<file path="src/rtl/calc_pkg.sv">
// Shared definitions for the calculator operation sequencer: data width,
// opcode constants, FSM state encoding and an opcode legality helper.
package calc_pkg;

    localparam int DATA_W = 4;

    localparam logic [2:0] OP_ADD = 3'b000;
    localparam logic [2:0] OP_SUB = 3'b001;
    localparam logic [2:0] OP_NEG = 3'b010;
    localparam logic [2:0] OP_ABS = 3'b011;
    localparam logic [2:0] OP_MUL = 3'b100;

    typedef enum logic [1:0] {
        ST_IDLE   = 2'd0,
        ST_EXEC   = 2'd1,
        ST_MUL_IT = 2'd2,
        ST_DONE   = 2'd3
    } state_t;

    // ADD..ABS are always legal; MUL only when the multiplier is enabled.
    function automatic logic op_legal(input logic [2:0] op, input logic mul_en);
        logic ok;
        ok = 1'b0;
        if (op <= OP_ABS) begin
            ok = 1'b1;
        end else if (op == OP_MUL) begin
            ok = mul_en;
        end
        return ok;
    endfunction

endpackage

</file>
<file path="src/rtl/AddSub4.sv">
// Shared 4-bit two's complement adder/subtractor.
// Cin=1 selects subtraction: S = A + ~B + 1, otherwise S = A + B.
module AddSub4
    import calc_pkg::*;
(
    input  logic [DATA_W-1:0] A,
    input  logic [DATA_W-1:0] B,
    input  logic              Cin,
    output logic [DATA_W-1:0] S,
    output logic              ovf
);

    logic [DATA_W-1:0] w_b_eff;

    // Conditionally invert B and add; signed overflow when both addend signs
    // agree but the sum sign differs.
    always_comb begin
        w_b_eff = Cin ? ~B : B;
        S       = A + w_b_eff + {{(DATA_W-1){1'b0}}, Cin};
        ovf     = (A[DATA_W-1] == w_b_eff[DATA_W-1]) && (S[DATA_W-1] != A[DATA_W-1]);
    end

endmodule

</file>
<file path="src/rtl/calc_op_sequencer.sv">
// Multi-cycle controller time-sharing one AddSub4 datapath for
// ADD, SUB, NEG, ABS and MUL (repeated addition).
module calc_op_sequencer
    import calc_pkg::*;
#(
    parameter bit MUL_EN = 1'b1
) (
    input  logic              clk,
    input  logic              rst_n,
    input  logic              start,
    input  logic [2:0]        op,
    input  logic [DATA_W-1:0] a,
    input  logic [DATA_W-1:0] b,
    output logic              busy,
    output logic              done,
    output logic [DATA_W-1:0] result,
    output logic              ovf,
    output logic              err
);

    state_t            r_state;
    logic [2:0]        r_op;
    logic [DATA_W-1:0] r_a;
    logic [DATA_W-1:0] r_b;
    logic [DATA_W-1:0] r_acc;
    logic              r_ovf_acc;
    logic [DATA_W-1:0] r_cnt;
    logic              r_busy;
    logic              r_done;
    logic [DATA_W-1:0] r_result;
    logic              r_ovf;
    logic              r_err;

    logic [DATA_W-1:0] w_dp_a;
    logic [DATA_W-1:0] w_dp_b;
    logic              w_dp_cin;
    logic [DATA_W-1:0] w_dp_s;
    logic              w_dp_ovf;
    logic [DATA_W-1:0] w_abs_b;
    logic              w_op_legal;

    AddSub4 u_dp (
        .A   (w_dp_a),
        .B   (w_dp_b),
        .Cin (w_dp_cin),
        .S   (w_dp_s),
        .ovf (w_dp_ovf)
    );

    // Datapath operand mux. In IDLE the adder is otherwise unused, so it
    // negates the incoming b to form the MUL iteration count.
    always_comb begin
        w_dp_a   = '0;
        w_dp_b   = r_b;
        w_dp_cin = 1'b0;
        case (r_state)
            ST_IDLE: begin
                w_dp_a   = '0;
                w_dp_b   = b;
                w_dp_cin = 1'b1;
            end
            ST_EXEC: begin
                case (r_op)
                    OP_ADD: begin
                        w_dp_a   = r_a;
                        w_dp_cin = 1'b0;
                    end
                    OP_SUB: begin
                        w_dp_a   = r_a;
                        w_dp_cin = 1'b1;
                    end
                    default: begin
                        // NEG, and ABS of a negative value
                        w_dp_a   = '0;
                        w_dp_cin = 1'b1;
                    end
                endcase
            end
            ST_MUL_IT: begin
                // Accumulate +a for non-negative multiplier, -a for negative.
                w_dp_a   = r_acc;
                w_dp_b   = r_a;
                w_dp_cin = r_b[DATA_W-1];
            end
            default: begin
                w_dp_a   = '0;
                w_dp_b   = r_b;
                w_dp_cin = 1'b0;
            end
        endcase
    end

    // Iteration count |b|; -8 wraps to 1000 which reads as unsigned 8.
    always_comb begin
        w_abs_b    = b[DATA_W-1] ? w_dp_s : b;
        w_op_legal = op_legal(op, MUL_EN);
    end

    // Sequencer FSM with registered status and result outputs.
    always_ff @(posedge clk or negedge rst_n) begin
        if (!rst_n) begin
            r_state   <= ST_IDLE;
            r_op      <= OP_ADD;
            r_a       <= '0;
            r_b       <= '0;
            r_acc     <= '0;
            r_ovf_acc <= 1'b0;
            r_cnt     <= '0;
            r_busy    <= 1'b0;
            r_done    <= 1'b0;
            r_result  <= '0;
            r_ovf     <= 1'b0;
            r_err     <= 1'b0;
        end else begin
            r_done <= 1'b0;
            case (r_state)
                ST_IDLE: begin
                    if (start) begin
                        r_op   <= op;
                        r_a    <= a;
                        r_b    <= b;
                        r_busy <= 1'b1;
                        if (!w_op_legal) begin
                            // Illegal opcode keeps the previous result and ovf.
                            r_err   <= 1'b1;
                            r_done  <= 1'b1;
                            r_state <= ST_DONE;
                        end else if (op == OP_MUL) begin
                            if (w_abs_b == '0) begin
                                r_result <= '0;
                                r_ovf    <= 1'b0;
                                r_err    <= 1'b0;
                                r_done   <= 1'b1;
                                r_state  <= ST_DONE;
                            end else begin
                                r_cnt     <= w_abs_b;
                                r_acc     <= '0;
                                r_ovf_acc <= 1'b0;
                                r_state   <= ST_MUL_IT;
                            end
                        end else begin
                            r_state <= ST_EXEC;
                        end
                    end
                end
                ST_EXEC: begin
                    if (r_op == OP_ABS && !r_b[DATA_W-1]) begin
                        r_result <= r_b;
                        r_ovf    <= 1'b0;
                    end else begin
                        r_result <= w_dp_s;
                        r_ovf    <= w_dp_ovf;
                    end
                    r_err   <= 1'b0;
                    r_done  <= 1'b1;
                    r_state <= ST_DONE;
                end
                ST_MUL_IT: begin
                    // Partial sums grow monotonically, so a sticky overflow
                    // matches overflow of the final product.
                    r_acc     <= w_dp_s;
                    r_ovf_acc <= r_ovf_acc | w_dp_ovf;
                    r_cnt     <= r_cnt - 4'd1;
                    if (r_cnt == 4'd1) begin
                        r_result <= w_dp_s;
                        r_ovf    <= r_ovf_acc | w_dp_ovf;
                        r_err    <= 1'b0;
                        r_done   <= 1'b1;
                        r_state  <= ST_DONE;
                    end
                end
                ST_DONE: begin
                    r_busy  <= 1'b0;
                    r_state <= ST_IDLE;
                end
                default: begin
                    r_busy  <= 1'b0;
                    r_state <= ST_IDLE;
                end
            endcase
        end
    end

    assign busy   = r_busy;
    assign done   = r_done;
    assign result = r_result;
    assign ovf    = r_ovf;
    assign err    = r_err;

endmodule

</file>
<file path="config.mk">
export PLATFORM = sky130hd
export DESIGN_NAME = calc_op_sequencer
export DESIGN_NICKNAME = d
export VERILOG_FILES = /design/src/rtl/calc_pkg.sv /design/src/rtl/AddSub4.sv /design/src/rtl/calc_op_sequencer.sv
export SDC_FILE = /design/constraint.sdc
export NUM_CORES = 1
export LEC_CHECK = 0
export BUFFER_PORTS_ARGS = -buffer_cell sky130_fd_sc_hd__clkbuf_2
export CAP_MARGIN = 5
export CORE_MARGIN = 4
export CORE_UTILIZATION = 40
export CTS_BUF_LIST = sky130_fd_sc_hd__clkbuf_4 sky130_fd_sc_hd__clkbuf_8
export DETAILED_ROUTE_END_ITERATION = 10
export GPL_TIMING_DRIVEN = 0
export HOLD_SLACK_MARGIN = 0.1
export PLACE_DENSITY_LB_ADDON = 0.1
export SYNTH_ARGS = -nofsm -noshare
export SYNTH_HDL_FRONTEND = slang
export SYNTH_SLANG_ARGS = --single-unit
export TNS_END_PERCENT = 100
</file>
<file path="constraint.sdc">
create_clock -name clk -period 6.1 [get_ports clk]
set_input_delay 0.61 -clock clk [delete_from_list [all_inputs] [get_ports clk]]
set_output_delay 0.61 -clock clk [all_outputs]
set_load 0.03 [all_outputs]
</file>
==> results of run 1 <==
[registers in the layout (all words and copies together) (netlist names)]
register	cells
r_a	4
r_acc	4
done	1
busy	1
r_cnt	4
err	1
r_b	4
result	4
ovf	1
r_state	2
r_ovf_acc	1
r_op	3
[routing by layer]
layer / up-vias / GRT usage, % / share of wire, % / wire length [microns]
li1: 828 / - / - / -
met1: 815 / 25.1 / 51 / 2540
met2: 24 / 25.1 / 43 / 2150
met3: 8 / 3.81 / 3.5 / 173
met4: 0 / 6.76 / 1.9 / 93
met5: - / 0 / 0 / 0
[synth_stat cells (2+ instances only)]
library cell	n
nand2_1	21
a32o_1	4
a22oi_1	3
a21oi_1	11
mux2i_1	8
ha_1	9
inv_1	16
dfrtp_1	30
nand2b_1	2
mux2_1	3
nand3_1	5
mux2_2	11
a21oi_4	2
xor2_1	3
nor3_1	3
a21oi_2	2
nor2b_1	5
o31ai_1	2
buf_2	2
clkbuf_1	4
nor2_1	5
o21ai_0	7
a22o_1	5
a31o_2	2
nand4_1	4
xnor2_1	4
a2bb2oi_1	2
nor3b_1	2
[layout by cell type, fill, tap and decap left out, types with 3 or more instances in the layout]
master and instances:
a21oi_1 11, a32o_1 4, clkbuf_1 4, mux2_2 11, nand2_1 21, dfrtp_1 30
a22o_1 5, mux2i_1 8, xnor2_1 4, mux2_1 3, nor2b_1 5, o21ai_0 7
clkbuf_8 6, ha_1 9, nand4_1 4, clkbuf_2 21, nand3_1 5, inv_1 16
nor2_1 5, nor3_1 3, a22oi_1 3, xor2_1 3
[critical path, delay by kind of cell, from the launching register on]
family                     cells  cell delay, ns
and+or+nand+nor                2            0.25
buffers and inverters          5            1.28
adders and majority gates      2            0.72
AOI/OAI and AO/OA              3            1.05
DFF                            1            0.40
muxes                          1            0.35
[per-stage QoR]
stage,hold slack [ns],utilization [%],cells,worst slack [ns],instance area (sq um)
floorplan,0.314,-,209,2.56,2080
global placement,0.470,46.5,297,1.93,2270
detailed placement,0.475,46.5,297,1.92,2270
CTS,0.416,48.5,305,1.90,2360
global route,0.458,48.5,305,1.63,2360
finish,0.388,48.5,305,1.92,2360
[cells by family after synthesis]
logic type	Yosys count	share of synthesized area, %
flops	30	36.1
fa+ha+maj	10	6.37
simple gates	60	16.3
xor+xnor	8	4.03
buf+inv	24	4.45
mux	22	11.4
compound gates	55	21.3
[worst paths after layout]
| path | slack, ns | to | cells after the start | start |
|---|---|---|---|---|
| setup reg to reg | 1.92 | result[2] | 13 | r_state[0] |
| hold / removal | 0.39 | r_b[1] | 1 | rst_n |
| setup / recovery | 1.92 | result[2] | 13 | r_state[0] |
| max in group asynchronous | 5.22 | result[1] | 1 | rst_n |
| min in group clk | 0.49 | result[0] | 1 | result[0] |
| hold reg to reg | 0.49 | result[0] | 1 | result[0] |
[final cells by class]
class | count | area [sq um]
Timing Repair Buffer | 21 | 105
Fill cell | 499 | 2510
Clock inverter | 1 | 5.00
Clock buffer | 7 | 90.1
Inverter | 17 | 63.8
Tap cell | 67 | 83.8
Multi-Input combinational cell | 155 | 1240
Buffer | 7 | 28.8
Sequential cell | 30 | 751
==> flow_summary.toml, run 1 <==
[run_status]
status = "completed"

[sta]
min_period_over_period_pct = 68.5
slew_violations = 0
setup_viol = 0
min_period_ns = 4.18
rsz0062_at_grt = "no"
finalSetupTns_ns = 0
worst_pin_slew_ns = 0.863
fin_skew_ns = 0.00391
finalHoldViolations = 0
fmax_mhz = 239
slew_headroom_pct = 41.7

[synth]
synth_ff_type = "dfrtp_1"
syn_area_sq_um = 2080
syn_avg_cell_area_sq_um = 9.96
yosysSeqAreaShare_pct = 36.1
synth_area_leaders = "dfrtp_1, mux2_2, ha_1, mux2i_1, nand2_1"
synth_top_cell_by_area = "dfrtp_1"
synth_seq_cells = 30
synth_edf_count = 0
syn_nets = 233
synth_top_area_share_pct = 36.1
synthArstFlopShare_pct = 100
yosys_warnings = 0
synth_cell_type_count = 60
syn-instance-count = 209

[setup_path]
crit_chain = "inv_1, ha_1, buf_2, buf_1, clkbuf_1, a22o_1, nand2_1, fa_1, inv_1, o41ai_4, nand4_1, o21ai_2, mux2_1"
crit_path_max_fanout = 10
critPathMaxStageDelay_ns = 0.57
worstPathRequired_ns = 6.27
crit_path_frequent_cell = "inv_1"
critPathKind = "reg2reg"
crit_arrival_ns = 4.34
cp_slowest_cell = "fa_1"
cp-end-kind = "flip-flop"
critPathLaunchType = "flip-flop"

[grt]
grt_max_degree = 31
grt_use_total_pct = 17.4
overflow = 0
antenna_found_initial = 0
grt_pass1_vias = 1690
grt_pass1_wl_microns = 8490

[routing]
avgViaCountPerCell = 5.49
initialDrtViolationCount = 86
wl_microns = 4960
num_vias = 1675
drt_pass1_iterations = 4
post_drt_wl_per_cell_microns = 16.3
ant_nets = 0
drc_errors = 0

[layout]
layout-drive-gt1-share_pct = 23.1
nets = 261
area_growth_pct = 13.7
antenna_cells = 0

[placement]
place.port_buffers = 21
globalplace.congestion = 0.846
dpl.hpwl_microns = 3820

[job]
maxCapViolCount = 0

[hold_path]
hold_path.class = "in2async"

[clocking]
cts_root_buf = "clkbuf_8"
cts_setup_buffers = 0
clk_path_buf_depth = 2
cts_tree = "done"
clock_sinks = 30
cts_hold_buf = 0
worstSkewPairLatency_ns = 0.28
cts_resized = 0
cts-buffers-inserted = 5
clk_pin_slew_ns = 0.06
cts_max_level = 2

[floorplanning]
die_y_microns = 80.1
die_x_microns = 80.1
core.rowCount = 25
initial_core_util_pct = 42.6
io_pins = 22
die_area_sq_um = 6420
core_sq_um = 4880
Power of run 1 is left out: the tool's default activity adds up to more than one toggle a clock period on the data nets, which glitch-free logic cannot reach.
==> inputs of run 2 (changes only) <==
==> constraint.sdc (replaced) <==
create_clock -name clk -period 3.4 [get_ports clk]
set_input_delay 0.34 -clock clk [delete_from_list [all_inputs] [get_ports clk]]
set_output_delay 0.34 -clock clk [all_outputs]
set_load 0.03 [all_outputs]
==> run 2 against run 1 <==
The run now ends with negative setup slack left. Critical path depth unchanged. Setup slack got worse by 1.9 ns. Non-clock buffer count is 21 higher. Global-route usage increased by 0.47 points. Routed wire length rose by 12%.
==> flow_summary.toml, run 2 (same netlist as run 1, synthesis figures left out) <==
[layout]
nets = 282
mostFrequentLayoutCell = "dfrtp_1"
n_fill_cell = 439
antenna_cells = 0
final_cell_mix = "dfrtp_1, buf_4, clkbuf_2"
area_growth_pct = 31.9
multiInputGateArea_sq_um = 1410
layout-drive-gt1-share_pct = 40.5
seqCellArea_sq_um = 751

[grt]
antenna_found_initial = 0
overflow = 0
grt_pass1_vias = 1706
grt_max_degree = 31
grt_pass1_wl_microns = 8690
grt_use_total_pct = 17.8

[floorplanning]
initial_core_util_pct = 42.6
io_pins = 22
die_x_microns = 80.1
core_sq_um = 4880
core.rowCount = 25
die_area_sq_um = 6420
die_y_microns = 80.1

[run_status]
status = "finished with violations"
violations = "negative setup slack"

[setup_path]
crit_path_max_fanout = 7
crit_arrival_ns = 3.58
critPathKind = "reg2reg"
worstPathRequired_ns = 3.58
cp-end-kind = "flip-flop"
critPathLaunchType = "flip-flop"
r2r_slack_ns = -0.004

[routing]
initialDrtViolationCount = 137
avgViaCountPerCell = 5.53
drt_pass1_iterations = 4
ant_nets = 0
wl_microns = 5550
drc_errors = 0
post_drt_wl_per_cell_microns = 17.0
num_vias = 1804

[sta]
setup_viol = 3
min_period_over_period_pct = 100
slew_violations = 0
finalHoldViolations = 0
min_period_ns = 3.40
fmax_mhz = 294
fin_ws_ns = -0.00412
fin_skew_ns = 0.00702
slew_headroom_pct = 30.5
worst_pin_slew_ns = 1.03
rsz0062_at_grt = "yes"
finalSetupTns_ns = -0.00974

[job]
maxCapViolCount = 0

[placement]
dpl.hpwl_microns = 3710
place.port_buffers = 21
globalplace.congestion = 0.864

[clocking]
cts-buffers-inserted = 5
cts_max_level = 2
clk_path_buf_depth = 2
clock_sinks = 30
cts_hold_buf = 0
clk_pin_slew_ns = 0.07
worstSkewPairLatency_ns = 0.29
cts_root_buf = "clkbuf_8"
cts_tree = "done"

[hold_path]
hold_path.class = "in2async"
-- run 2: per-layer routing --
metal	global-route usage [%]	vias to the layer above	wire, microns	part of all wire [%]
met2	27.4	49	2570	46
met5	0	-	0	0
met3	4.04	7	247	4.5
met4	6.59	0	91	1.6
met1	24.4	879	2640	48
li1	-	869	-	-
-- run 2: timing repair --
action,CTS,global route
pin swaps,6,17
hold endpoints to repair,0,0
endpoints found under the setup margin,17,17
setup buffers,9,14
gates resized for setup,21,26
-- run 2: final cells by class --
cell class	instances	share of cell area, %
Timing Repair Buffer	44	10.4
Multi-Input combinational cell	155	51.2
Sequential cell	30	27.3
Buffer	5	1.69
Clock buffer	5	2.51
Tap cell	67	3.05
Inverter	17	2.32
Clock inverter	3	1.46
-- run 2: worst max-delay path, stage by stage (launching register included) --
cell	delay, ns
dfrtp_1	0.41
buf_6	0.14
ha_4	0.18
buf_8	0.14
a22o_1	0.18
a21oi_2	0.15
xnor2_2	0.15
inv_2	0.06
fa_2	0.44
xnor2_4	0.17
o41ai_4	0.39
nand4_1	0.21
o21ai_4	0.35
mux2_4	0.33
-- run 2: worst paths after layout --
| check | startpoint | end | cells past startpoint |
|---|---|---|---|
| worst min-delay path | rst_n | r_cnt[2] | 1 |
| worst min register to register | r_acc[3] | r_acc[3] | 1 |
| worst max register to register | r_state[1] | result[2] | 13 |
| worst max-delay path | r_state[1] | result[2] | 13 |
| min in group clk | a[1] | r_a[1] | 2 |
| max in group asynchronous | rst_n | r_state[1] | 1 |
-- run 2: per-stage QoR --
step	cells	area [sq um]	setup WS (ns)	util, %	hold slack [ns]
5_1_grt	326	2750	-0.113	56.3	0.184
2_1_floorplan	209	2090	0.0148	-	0.0444
6_report	326	2750	-0.00412	56.3	0.110
4_1_cts	313	2530	-0.00145	51.9	0.145
3_5_place_dp	297	2280	-0.444	46.7	0.468
3_3_place_gp	297	2280	-0.454	46.7	0.461
Power of run 2 is left out for the same reason.
==> inputs of run 3 (changes only) <==
--- a/config.mk
+++ b/config.mk
@@ -13,6 +13,7 @@
 export DETAILED_ROUTE_END_ITERATION = 10
 export GPL_TIMING_DRIVEN = 0
 export HOLD_SLACK_MARGIN = 0.1
+export MAX_ROUTING_LAYER = met4
 export PLACE_DENSITY_LB_ADDON = 0.1
 export SYNTH_ARGS = -nofsm -noshare
 export SYNTH_HDL_FRONTEND = slang
==> run 3 against run 2 <==
The flow now finishes without violations. Global-route usage up 0.55 points. Sequential share of layout area grew 0.35 points. Register-to-register slack is essentially flat. Die area stayed put. Critical endpoint unchanged. Largest cell class unchanged.
==> flow_summary.toml, run 3 (same netlist as run 1, synthesis figures left out) <==
[placement]
dpl.hpwl_microns = 3710
place.port_buffers = 21
globalplace.congestion = 0.878
placed_area_sq_um = 2280

[clocking]
cts-buffers-inserted = 5
worstSkewPairLatency_ns = 0.29
cts_max_level = 2
clk_pin_slew_ns = 0.07
clk_path_buf_depth = 2
clock_sinks = 30
cts_root_buf = "clkbuf_8"
cts_tree = "done"

[hold_path]
hold_path.class = "in2async"

[layout]
area_growth_pct = 30.2
mostFrequentLayoutCell = "dfrtp_1"
nets = 281
final_cell_mix = "dfrtp_1, clkbuf_2, buf_4"
antenna_cells = 0
design_area_sq_um = 2710
layout-drive-gt1-share_pct = 39.1

[sta]
fin_skew_ns = 0.00617
setup_viol = 0
min_period_over_period_pct = 99.9
slew_violations = 0
finalHoldViolations = 0
worst_pin_slew_ns = 1.07
min_period_ns = 3.40
fmax_mhz = 294
slew_headroom_pct = 28.0
rsz0062_at_grt = "yes"

[setup_path]
r2r_cells = 12
cp-end-kind = "flip-flop"
crit_path_frequent_cell = "buf_4"
crit_chain = "buf_4, buf_4, ha_1, a21oi_4, xnor2_2, inv_2, fa_2, xnor2_4, o41ai_4, nand4_1, o21ai_4, mux2_4"
critPathKind = "reg2reg"
crit_start = "r_state[0]"
reg2reg_from = "r_state[0]"
worstPathRequired_ns = 3.58
reg2reg_to = "result[2]"
critPathLaunchType = "flip-flop"
crit_arrival_ns = 3.58
crit_path_max_fanout = 6
r2r_slack_ns = 0.004
cp_slowest_cell = "fa_2"
critPathMaxStageDelay_ns = 0.44

[floorplanning]
die_area_sq_um = 6420
die_x_microns = 80.1
die_y_microns = 80.1
initial_core_util_pct = 42.6
io_pins = 22
core_sq_um = 4880
core.rowCount = 25

[routing]
initialDrtViolationCount = 76
avgViaCountPerCell = 5.46
ant_nets = 0
wl_microns = 5380
drt_pass1_iterations = 4
drc_errors = 0
num_vias = 1774
post_drt_wl_per_cell_microns = 16.6

[grt]
grt_max_degree = 31
grt_use_total_pct = 18.4
antenna_found_initial = 0
overflow = 0
grt_pass1_vias = 1704
grt_pass1_wl_microns = 8720

[run_status]
status = "completed"

[job]
maxCapViolCount = 0
==> run 3: worst max-delay path: cells and delay by family (launching register included) <==
family,cells,cell delay (ns)
flip-flops,1,0.39
XOR/XNOR,2,0.33
adder cells (fa/ha/maj),2,0.73
AND/OR/NAND/NOR,1,0.19
AO/OA/AOI/OAI,3,0.98
buffers and inverters,3,0.34
multiplexers,1,0.33
==> run 3: metal layers <==
metal,GRT usage [%],part of all wire (%),vias to the layer above
li1,-,-,866
met1,24.8,50,866
met2,27.2,45,34
met3,4.04,3.4,8
met4,6.59,1.7,0
met5,-,0,-
==> run 3: how the worst max path moves through the flow <==
stage               slack, ns        end
global route            -0.14   r_cnt[3]
CTS                    -0.001  result[2]
finish                  0.004  result[2]
global placement        -0.45  result[2]
detailed placement      -0.44  result[2]
floorplan                0.01  result[0]
==> run 3: cell type report <==
cell class	instances	area, sq um
Buffer	6	53.8
Clock buffer	5	68.8
Clock inverter	3	40.0
Fill cell	445	2170
Inverter	17	63.8
Multi-Input combinational cell	155	1380
Sequential cell	30	751
Tap cell	67	83.8
Timing Repair Buffer	42	267
==> run 3: per-stage QoR <==
step                hold slack [ns]  setup slack, ns  setup TNS [ns]  util, %  std cells
finish                        0.107          0.00385               0     55.5        325
global route                  0.185           -0.136           -1.11     55.5        325
CTS                           0.145         -0.00145        -0.00195     51.9        313
detailed placement            0.468           -0.444           -3.90     46.7        297
global placement              0.461           -0.454           -4.00     46.7        297
floorplan                    0.0444           0.0148               0        -        209
==> run 3: timing repair <==
item / in CTS / in global routing
resized for setup: 21 / 19
buffers inserted: 9 / 12
endpoints found under the setup margin: 17 / 17
hold buffers: 0 / 0
pin swaps: 6 / 13
Power of run 3 is left out for the same reason.
